$ cat src/rtl/mandel_pkg.sv
// Shared definitions for the Mandelbrot loop: record layout, escape marker and
// the Q5.27 fixed-point format used by the compute stage.
package mandel_pkg;

    localparam int unsigned RECORD_W    = 104;
    localparam int unsigned ADDR_W      = 19;
    localparam int unsigned FRAME_CNT_W = 16;

    localparam int unsigned PX_MSB   = 103;
    localparam int unsigned PX_LSB   = 96;
    localparam int unsigned X_MSB    = 95;
    localparam int unsigned X_LSB    = 64;
    localparam int unsigned Y_MSB    = 63;
    localparam int unsigned Y_LSB    = 32;
    localparam int unsigned ITER_MSB = 31;
    localparam int unsigned ITER_LSB = 0;

    localparam logic [31:0]         ESCAPED_MARK = 32'hFFFF_FFFF;
    localparam logic [RECORD_W-1:0] FRESH_RECORD = '0;

    localparam int unsigned        FIX_W         = 32;
    localparam int unsigned        FIX_INT_BITS  = 5;
    localparam int unsigned        FIX_FRAC_BITS = 27;
    localparam logic signed [31:0] FIX_ONE       = 32'sh0800_0000;
    localparam logic signed [31:0] FIX_FOUR      = 32'sh2000_0000;

    typedef enum logic [0:0] {StSeed, StRun} recirc_state_e;

    function automatic logic [RECORD_W-1:0] make_record(input logic [7:0]  px,
                                                        input logic [31:0] x,
                                                        input logic [31:0] y,
                                                        input logic [31:0] iter);
        return {px, x, y, iter};
    endfunction

endpackage

$ cat src/rtl/mandel_pixel_addr.sv
// Linear pixel address counter with frame wrap, frame-done pulse and frame count.
// Shared by the recirculation loop and the display scanout.
module mandel_pixel_addr
    import mandel_pkg::*;
#(
    parameter int unsigned NUM_PIXELS = 384000
) (
    input  logic                   clk_i,
    input  logic                   reset_i,
    input  logic                   advance_i,
    output logic [ADDR_W-1:0]      addr_o,
    output logic                   frame_done_o,
    output logic [FRAME_CNT_W-1:0] frame_count_o
);

    localparam logic [ADDR_W-1:0] LastAddr = ADDR_W'(NUM_PIXELS - 1);

    logic [ADDR_W-1:0]      addr_q, addr_d;
    logic                   frame_done_q, frame_done_d;
    logic [FRAME_CNT_W-1:0] frame_count_q, frame_count_d;
    logic                   wrap;

    always_comb begin
        wrap          = advance_i && (addr_q == LastAddr);
        addr_d        = addr_q;
        if (advance_i) begin
            addr_d = wrap ? '0 : addr_q + 1'b1;
        end
        frame_done_d  = wrap;
        frame_count_d = frame_count_q + FRAME_CNT_W'(wrap);
    end

    always_ff @(posedge clk_i) begin
        if (reset_i) begin
            addr_q        <= '0;
            frame_done_q  <= 1'b0;
            frame_count_q <= '0;
        end else begin
            addr_q        <= addr_d;
            frame_done_q  <= frame_done_d;
            frame_count_q <= frame_count_d;
        end
    end

    assign addr_o        = addr_q;
    assign frame_done_o  = frame_done_q;
    assign frame_count_o = frame_count_q;

endmodule

$ cat src/rtl/mandelbrot_recirc.sv
// Recirculation stage closing the Mandelbrot iteration loop: seeds, retires, restarts.
// Define MANDEL_RECIRC_STATS_EN to add per-frame escaped/capped pixel counters.
module mandelbrot_recirc
    import mandel_pkg::*;
#(
    parameter int unsigned H_RES        = 800,
    parameter int unsigned V_RES        = 480,
    parameter int unsigned MAX_ITER     = 255,
    parameter logic [7:0]  INSIDE_COLOR = 8'h00
) (
    input  logic                   i_Clk,
    input  logic                   i_Reset,
    input  logic [RECORD_W-1:0]    i_Res_Data,
    input  logic                   i_Res_Fifo_Empty,
    output logic                   o_Res_Fifo_Ack,
    output logic [RECORD_W-1:0]    o_Cmp_Data,
    output logic                   o_Cmp_Fifo_Wrreq,
    input  logic                   i_Cmp_Fifo_Full,
    output logic                   o_Fb_Wr,
    output logic [ADDR_W-1:0]      o_Fb_Addr,
    output logic [7:0]             o_Fb_Data,
    input  logic                   i_Fb_Busy,
    output logic                   o_Frame_Done,
    output logic [FRAME_CNT_W-1:0] o_Frame_Count
`ifdef MANDEL_RECIRC_STATS_EN
    ,
    output logic [18:0]            o_Escaped_Count,
    output logic [18:0]            o_Capped_Count
`endif
);

    localparam int unsigned       NumPixels = H_RES * V_RES;
    localparam logic [ADDR_W-1:0] LastAddr  = ADDR_W'(NumPixels - 1);

    recirc_state_e     state_q, state_d;
    logic [ADDR_W-1:0] seed_cnt_q, seed_cnt_d;
    logic              escaped, capped, retire, fire, push;

    always_comb begin
        escaped = (i_Res_Data[X_MSB:X_LSB] == ESCAPED_MARK) &&
                  (i_Res_Data[Y_MSB:Y_LSB] == ESCAPED_MARK);
        capped  = !escaped && (i_Res_Data[ITER_MSB:ITER_LSB] >= MAX_ITER);
        retire  = escaped || capped;
    end

    always_comb begin
        state_d    = state_q;
        seed_cnt_d = seed_cnt_q;
        fire       = 1'b0;
        push       = 1'b0;
        o_Cmp_Data = FRESH_RECORD;
        unique case (state_q)
            StSeed: begin
                push = !i_Cmp_Fifo_Full && !i_Reset;
                if (push) begin
                    if (seed_cnt_q == LastAddr) begin
                        seed_cnt_d = '0;
                        state_d    = StRun;
                    end else begin
                        seed_cnt_d = seed_cnt_q + 1'b1;
                    end
                end
            end
            StRun: begin
                fire = !i_Reset && !i_Res_Fifo_Empty && !i_Cmp_Fifo_Full &&
                       (!retire || !i_Fb_Busy);
                push = fire;
                // A retired pixel restarts from a fresh record so rendering never stops.
                o_Cmp_Data = retire ? FRESH_RECORD : i_Res_Data;
            end
            default: state_d = StSeed;
        endcase
    end

    always_ff @(posedge i_Clk) begin
        if (i_Reset) begin
            state_q    <= StSeed;
            seed_cnt_q <= '0;
        end else begin
            state_q    <= state_d;
            seed_cnt_q <= seed_cnt_d;
        end
    end

    assign o_Res_Fifo_Ack   = fire;
    assign o_Cmp_Fifo_Wrreq = push;
    assign o_Fb_Wr          = fire && retire;
    assign o_Fb_Data        = escaped ? i_Res_Data[PX_MSB:PX_LSB] : INSIDE_COLOR;

    mandel_pixel_addr #(
        .NUM_PIXELS(NumPixels)
    ) u_pixel_addr (
        .clk_i        (i_Clk),
        .reset_i      (i_Reset),
        .advance_i    (fire),
        .addr_o       (o_Fb_Addr),
        .frame_done_o (o_Frame_Done),
        .frame_count_o(o_Frame_Count)
    );

`ifdef MANDEL_RECIRC_STATS_EN
    logic [18:0] esc_cnt_q, esc_cnt_d, cap_cnt_q, cap_cnt_d;
    logic [18:0] esc_out_q, esc_out_d, cap_out_q, cap_out_d;
    logic        frame_wrap;

    always_comb begin
        frame_wrap = fire && (o_Fb_Addr == LastAddr);
        esc_cnt_d  = esc_cnt_q + 19'(fire && escaped);
        cap_cnt_d  = cap_cnt_q + 19'(fire && capped);
        esc_out_d  = esc_out_q;
        cap_out_d  = cap_out_q;
        // The wrapping record itself belongs to the frame being published.
        if (frame_wrap) begin
            esc_out_d = esc_cnt_d;
            cap_out_d = cap_cnt_d;
            esc_cnt_d = '0;
            cap_cnt_d = '0;
        end
    end

    always_ff @(posedge i_Clk) begin
        if (i_Reset) begin
            esc_cnt_q <= '0;
            cap_cnt_q <= '0;
            esc_out_q <= '0;
            cap_out_q <= '0;
        end else begin
            esc_cnt_q <= esc_cnt_d;
            cap_cnt_q <= cap_cnt_d;
            esc_out_q <= esc_out_d;
            cap_out_q <= cap_out_d;
        end
    end

    assign o_Escaped_Count = esc_out_q;
    assign o_Capped_Count  = cap_out_q;
`endif

endmodule

$ cat config.mk
export PLATFORM = sky130hd
export DESIGN_NAME = mandelbrot_recirc
export DESIGN_NICKNAME = d
export VERILOG_FILES = /design/src/rtl/mandel_pkg.sv /design/src/rtl/mandel_pixel_addr.sv /design/src/rtl/mandelbrot_recirc.sv
export SDC_FILE = /design/constraint.sdc
export NUM_CORES = 1
export LEC_CHECK = 0
export ABC_AREA = 1
export CAP_MARGIN = 20
export CORE_UTILIZATION = 25
export DETAILED_ROUTE_END_ITERATION = 6
export PLACE_DENSITY = 0.66
export SYNTH_ARGS = -nofsm -noshare
export SYNTH_HDL_FRONTEND = slang
export SYNTH_SLANG_ARGS = --single-unit
$ cat constraint.sdc
create_clock -name i_Clk -period 6.7 [get_ports i_Clk]
set_input_delay 1.005 -clock i_Clk [delete_from_list [all_inputs] [get_ports i_Clk]]
set_output_delay 1.005 -clock i_Clk [all_outputs]
set_load 0.005 [all_outputs]
==> results of run 1 <==
## cells by family (layout without fill, tap and decap cells)
family                     count (synthesis)  after routing  synth area share (%)
and+or+nand+nor                          399            399                  41.5
buffers and inverters                    173            375                  18.4
DFF                                       56             56                  26.7
AOI/OAI and AO/OA                         49             49                  6.26
xor gates and xnor gates                  28             28                  5.84
adders and majority gates                  4              4                  1.19
other                                      1             24                0.0893
## path summary, 6_finish.rpt
kind,from,endpoint,depth (start not counted)
worst max-delay path,i_Res_Data[12],o_Fb_Wr,13
worst min-delay path,seed_cnt_q[9]$_SDFFE_PP0P_,seed_cnt_q[9]$_SDFFE_PP0P_,2
worst max register to register,state_q$_SDFF_PP0_,u_pixel_addr.frame_count_o[13]$_SDFF_PP0_,14
worst min register to register,seed_cnt_q[9]$_SDFFE_PP0P_,seed_cnt_q[9]$_SDFFE_PP0P_,2
## synth_stat cells (4+ instances only)
| master | count | area [um2] |
|---|---|---|
| nor2_1 | 178 | 668 |
| nand2_1 | 131 | 492 |
| inv_1 | 129 | 484 |
| dfxtp_1 | 56 | 1120 |
| a21oi_1 | 32 | 160 |
| buf_4 | 28 | 210 |
| nand3_1 | 28 | 140 |
| nand4_1 | 19 | 119 |
| xor2_1 | 17 | 149 |
| nor3_1 | 15 | 75.1 |
| xnor2_1 | 11 | 96.3 |
| buf_2 | 10 | 50.1 |
| o21ai_0 | 9 | 45.0 |
| nand3b_1 | 6 | 45.0 |
| nor2_2 | 5 | 31.3 |
| clkbuf_1 | 4 | 15.0 |
| ha_1 | 4 | 50.1 |
| nor3_2 | 4 | 40.0 |
## power groups by stage
stage	combinational [mW]	clock (mW)	sequential, mW
2_1_floorplan	0.0420	0	0.341
3_3_place_gp	0.108	0	0.341
3_5_place_dp	0.108	0	0.341
4_1_cts	0.109	0.259	0.334
5_1_grt	0.120	0.274	0.334
6_report	0.109	0.252	0.334
## layout make-up
class	count	share of cell area [%]
timing repair buffer	238	35.0
tap	220	4.05
clock buffer	5	1.84
multi-input combinational	504	35.3
sequential	56	16.5
clock inverter	2	0.184
inverter	130	7.18
## layer usage
metal  part of all wire [%]  up-vias
met4                   0.97        0
met2                     47      130
met5                      0        -
met3                    5.3       11
met1                     47     2048
li1                       -     2557
## per-stage QoR
step	util, %	power (mW)	hold slack (ps)
2_1_floorplan	-	0.383	428
3_3_place_gp	40.4	0.449	439
3_5_place_dp	40.4	0.450	457
4_1_cts	41.2	0.702	467
5_1_grt	41.2	0.727	488
6_report	41.2	0.694	464
## state kept, by name, summed over array words and instances (netlist names)
| signal | cells |
|---|---|
| u_pixel_addr.frame_done_o | 1 |
| seed_cnt_q | 19 |
| u_pixel_addr.frame_count_o | 16 |
| state_q | 1 |
| u_pixel_addr.addr_o | 19 |
## critical path: cells and delay by family
| kind | cells | cell delay (ps) |
|---|---|---|
| simple gates | 7 | 1570 |
| compound gates | 2 | 180 |
| buf+inv | 4 | 1150 |
==> flow_summary.ini, run 1 <==
[synth]
synth-seq-cells = 56
netlist_instances = 710
async_flop_share_pct = 0
syn_avg_cell_area_um2 = 5.91
syn_area_mm2 = 0.00420
ys_seq_area_share_pct = 26.7
synthFlopType = dfxtp_1
synth.distinct_cells = 34
synth-edff-count = 0
yosysWarningCount = 0

[final_layout]
seq_area_mm2 = 0.00112
layout_common_cells = clkdlybuf4s50_1, nor2_1, nand2_1
design_area_mm2 = 0.00679
layout-drive-gt1-share_pct = 3.64
instances_no_fill = 1155
multiInputGateArea_mm2 = 0.00239
finalNetCount = 1048
area_growth_pct = 61.7
insertedDiodeCount = 0
nFillCells = 1753
final_common_cell = clkdlybuf4s50_1

[die]
io_pins = 260
core_area_mm2 = 0.0165
rows = 47
dieArea_mm2 = 0.0173
fp.dieH_um = 132
start_util_pct = 25.5
die_x_um = 132

[clock_network]
numCtsBuffers = 5
clkTransAtPathRegs_ps = 70
ctsResizeCount = 0
cts-htree-levels = 2
cts-hold-fix-buffers = 0
clkLatencyLatePin_ps = 290
cts_max_path_buffers = 2
root_buffer = clkbuf_16
cts_tree = built
cts.sinks = 56
cts_setup_buffers = 0

[place]
place_area_mm2 = 0.00665
port_buffers = 235
place_congestion = 0.864
place_ws_ps = 1720
dp_hpwl_mm = 11.5
place_inst = 1148

[global_route]
top_usage_layer = met2
grt_pass1_vias = 4357
grt_overflow = 0
antenna_found_initial = 0
grt_pass1_wl_mm = 22.4
track_usage_pct = 15.9
grt_use_met3_pct = 3.05
use_met1_pct = 20.7
grt_max_degree = 54
grt.met2_usage_pct = 27.1

[critical_path]
critPathMaxFanout = 24
critical_path_class = in2out
crit_required_ps = 5690
crit_path_cell_trace = clkdlybuf4s50_1 -> nor2_1 -> nand2_1 -> nor2_1 -> o21ai_1 -> nor2_2 -> o21ai_2 -> nand2_1 -> nand2_2 -> inv_1 -> nand2_1 -> inv_1 -> clkdlybuf4s50_1
critPathMaxStageDelay_ps = 510
cp_common_cell = nand2_1
worstPathArrival_ps = 3920
ff2ff_setup_slack_ps = 3510
endpoint_kind = primary output
critPathLaunchType = input port
cpMaxStageDelayCell = nand2_1

[power]
p_int_mw = 0.535
power_frac_comb_pct = 15.7
clkPwrFrac_pct = 36.3
leakage_nw = 2.86
pwr-share-seq_pct = 48.1
switchingPower_mw = 0.160
peakVddDrop_uv = 93.1
swShare_pct = 23.0
power_density_mw_per_mm2 = 102

[timing]
slew_violations = 0
worst_pin_slew_ps = 681
fin_ws_ps = 1780
hold_viol_final = 0
finalSetupViolCount = 0
fin_crit_ps = 4920
relSlewSlack_pct = 54.5
rsz0062_at_grt = no
period_share_pct = 73.5
clock_skew_ps = 4.26
fin_setup_tns_ps = 0
timing.fmax_ghz = 0.203

[status]
status = complete, no violations

[routing]
vias_per_cell = 4.11
antenna_left = 0
drt-pass1-iter-count = 4
drc_errors = 0
via_count = 4746
routedWlPerCell_um = 12.2
drt_iter0_drc = 269
routed_wl_mm = 14.1

[worst_hold_path]
hp-class = reg2reg

[flow_run]
maxCapViolCount = 0
(Power assumes the default switching activity.)
==> inputs of run 2 (changes only) <==
Settings changed: PLACE_DENSITY 0.66 to 0.68.
Clock period 6.7 ns to 4.4 ns, I/O delays scaled along.
==> flow_summary.ini, run 2 (synthesized netlist as in run 1, its figures left out) <==
[clock_network]
numCtsBuffers = 5
cts_tree = built
clkTransAtPathRegs_ps = 70
clkLatencyLatePin_ps = 290
cts_setup_buffers = 0
ctsResizeCount = 0
cts.sinks = 56
cts_max_path_buffers = 2
cts-htree-levels = 2
root_buffer = clkbuf_16
cts-hold-fix-buffers = 0

[worst_hold_path]
worstHoldEndpoint = seed_cnt_q[9]$_SDFFE_PP0P_
hp-class = reg2reg
hold_depth = 2
min_from = seed_cnt_q[9]$_SDFFE_PP0P_

[global_route]
grt_pass1_vias = 4392
antenna_found_initial = 0
grt_max_degree = 37
grt_pass1_wl_mm = 22.8
track_usage_pct = 16.1
grt_overflow = 0

[routing]
drc_errors = 0
via_count = 4782
drt_iter0_drc = 266
routed_wl_mm = 14.4
vias_per_cell = 4.13
antenna_left = 0
drt-pass1-iter-count = 5
routedWlPerCell_um = 12.5

[flow_run]
maxCapViolCount = 0

[timing]
fin_setup_tns_ps = 0
finalSetupViolCount = 0
timing.fmax_ghz = 0.261
relSlewSlack_pct = 58.7
period_share_pct = 87.0
clock_skew_ps = 6.75
rsz0062_at_grt = no
slew_violations = 0
hold_viol_final = 0
worst_pin_slew_ps = 620
fin_crit_ps = 3830

[power]
power_frac_comb_pct = 15.3
pwr-share-seq_pct = 46.5
peakVddDrop_uv = 171
p_int_mw = 0.847
switchingPower_mw = 0.244
clkPwrFrac_pct = 38.1
leakage_nw = 2.90
power_density_mw_per_mm2 = 159
swShare_pct = 22.4

[critical_path]
r2r-start = u_pixel_addr.addr_o[0]$_SDFFE_PP0N_
critPathMaxFanout = 27
ff2ff_setup_slack_ps = 1600
worstPathArrival_ps = 3170
r2r_cells = 13
crit_required_ps = 3740
critical_path_class = in2out
r2r_end = u_pixel_addr.frame_count_o[15]$_SDFF_PP0_
endpoint_kind = primary output
critPathLaunchType = input port

[die]
dieArea_mm2 = 0.0173
fp.dieH_um = 132
io_pins = 260
rows = 47
die_x_um = 132
core_area_mm2 = 0.0165
start_util_pct = 25.5

[final_layout]
layout_common_cells = clkdlybuf4s50_1, nor2_1, nand2_1
final_common_cell = clkdlybuf4s50_1
instances_no_fill = 1158
design_area_mm2 = 0.00685
layout-drive-gt1-share_pct = 3.94
fin_util_pct = 41.6
nFillCells = 1715
finalNetCount = 1051
area_growth_pct = 63.2
insertedDiodeCount = 0

[place]
place_inst = 1151
place_congestion = 0.880
port_buffers = 235
place_area_mm2 = 0.00670
dp_hpwl_mm = 11.7

[status]
status = complete, no violations
## run 2: routing by layer
layer,global-route usage [%],vias to the layer above,part of all wire [%]
met1,20.9,2066,46
met3,3.28,10,5.9
met5,0,-,0
met2,27.8,144,47
met4,2.39,0,0.90
li1,-,2562,-
## run 2: worst max path at each step
stage	startpoint	end	slack [ps]	depth (start not counted)
final	i_Res_Data[33]	o_Cmp_Data[6]	570	12
after global routing	i_Res_Data[33]	o_Cmp_Data[7]	340	12
after CTS	i_Res_Data[33]	o_Cmp_Data[6]	520	12
after detailed placement	i_Res_Data[33]	o_Cmp_Data[6]	530	12
after global placement	i_Res_Data[33]	o_Cmp_Data[6]	530	12
after floorplan	i_Res_Data[29]	u_pixel_addr.frame_count_o[13]$_SDFF_PP0_	1490	19
## run 2: layout make-up
| class | count | area (um2) | share of cell area, % |
|---|---|---|---|
| clock buffer | 7 | 153 | 2.23 |
| timing repair buffer | 241 | 2420 | 35.3 |
| tap | 220 | 275 | 4.02 |
| inverter | 130 | 488 | 7.12 |
| sequential | 56 | 1120 | 16.4 |
| multi-input combinational | 504 | 2390 | 34.9 |
## run 2: critical path: stages
cell and delay [ps]:
clkdlybuf4s50_1 430, nand2_1 120, nor2_1 50, nand2_1 80, nor2_1 50, nand2_1 100
nor2_1 70, inv_2 170, nand3_2 410, buf_12 320, nor2_1 170, clkdlybuf4s50_1 540
## run 2: metrics by stage
stage / worst slack [ps] / total power [mW] / hold WS, ps
6_report: 571 / 1.09 / 461
5_1_grt: 340 / 1.14 / 491
4_1_cts: 520 / 1.10 / 464
3_5_place_dp: 528 / 0.685 / 449
3_3_place_gp: 526 / 0.685 / 444
2_1_floorplan: 1490 / 0.584 / 428
## run 2: power groups by stage
stage	logic (mW)	clock network [mW]	registers, mW
6_report	0.167	0.417	0.508
5_1_grt	0.183	0.447	0.508
4_1_cts	0.167	0.427	0.508
3_5_place_dp	0.165	0	0.520
3_3_place_gp	0.165	0	0.520
2_1_floorplan	0.0640	0	0.520
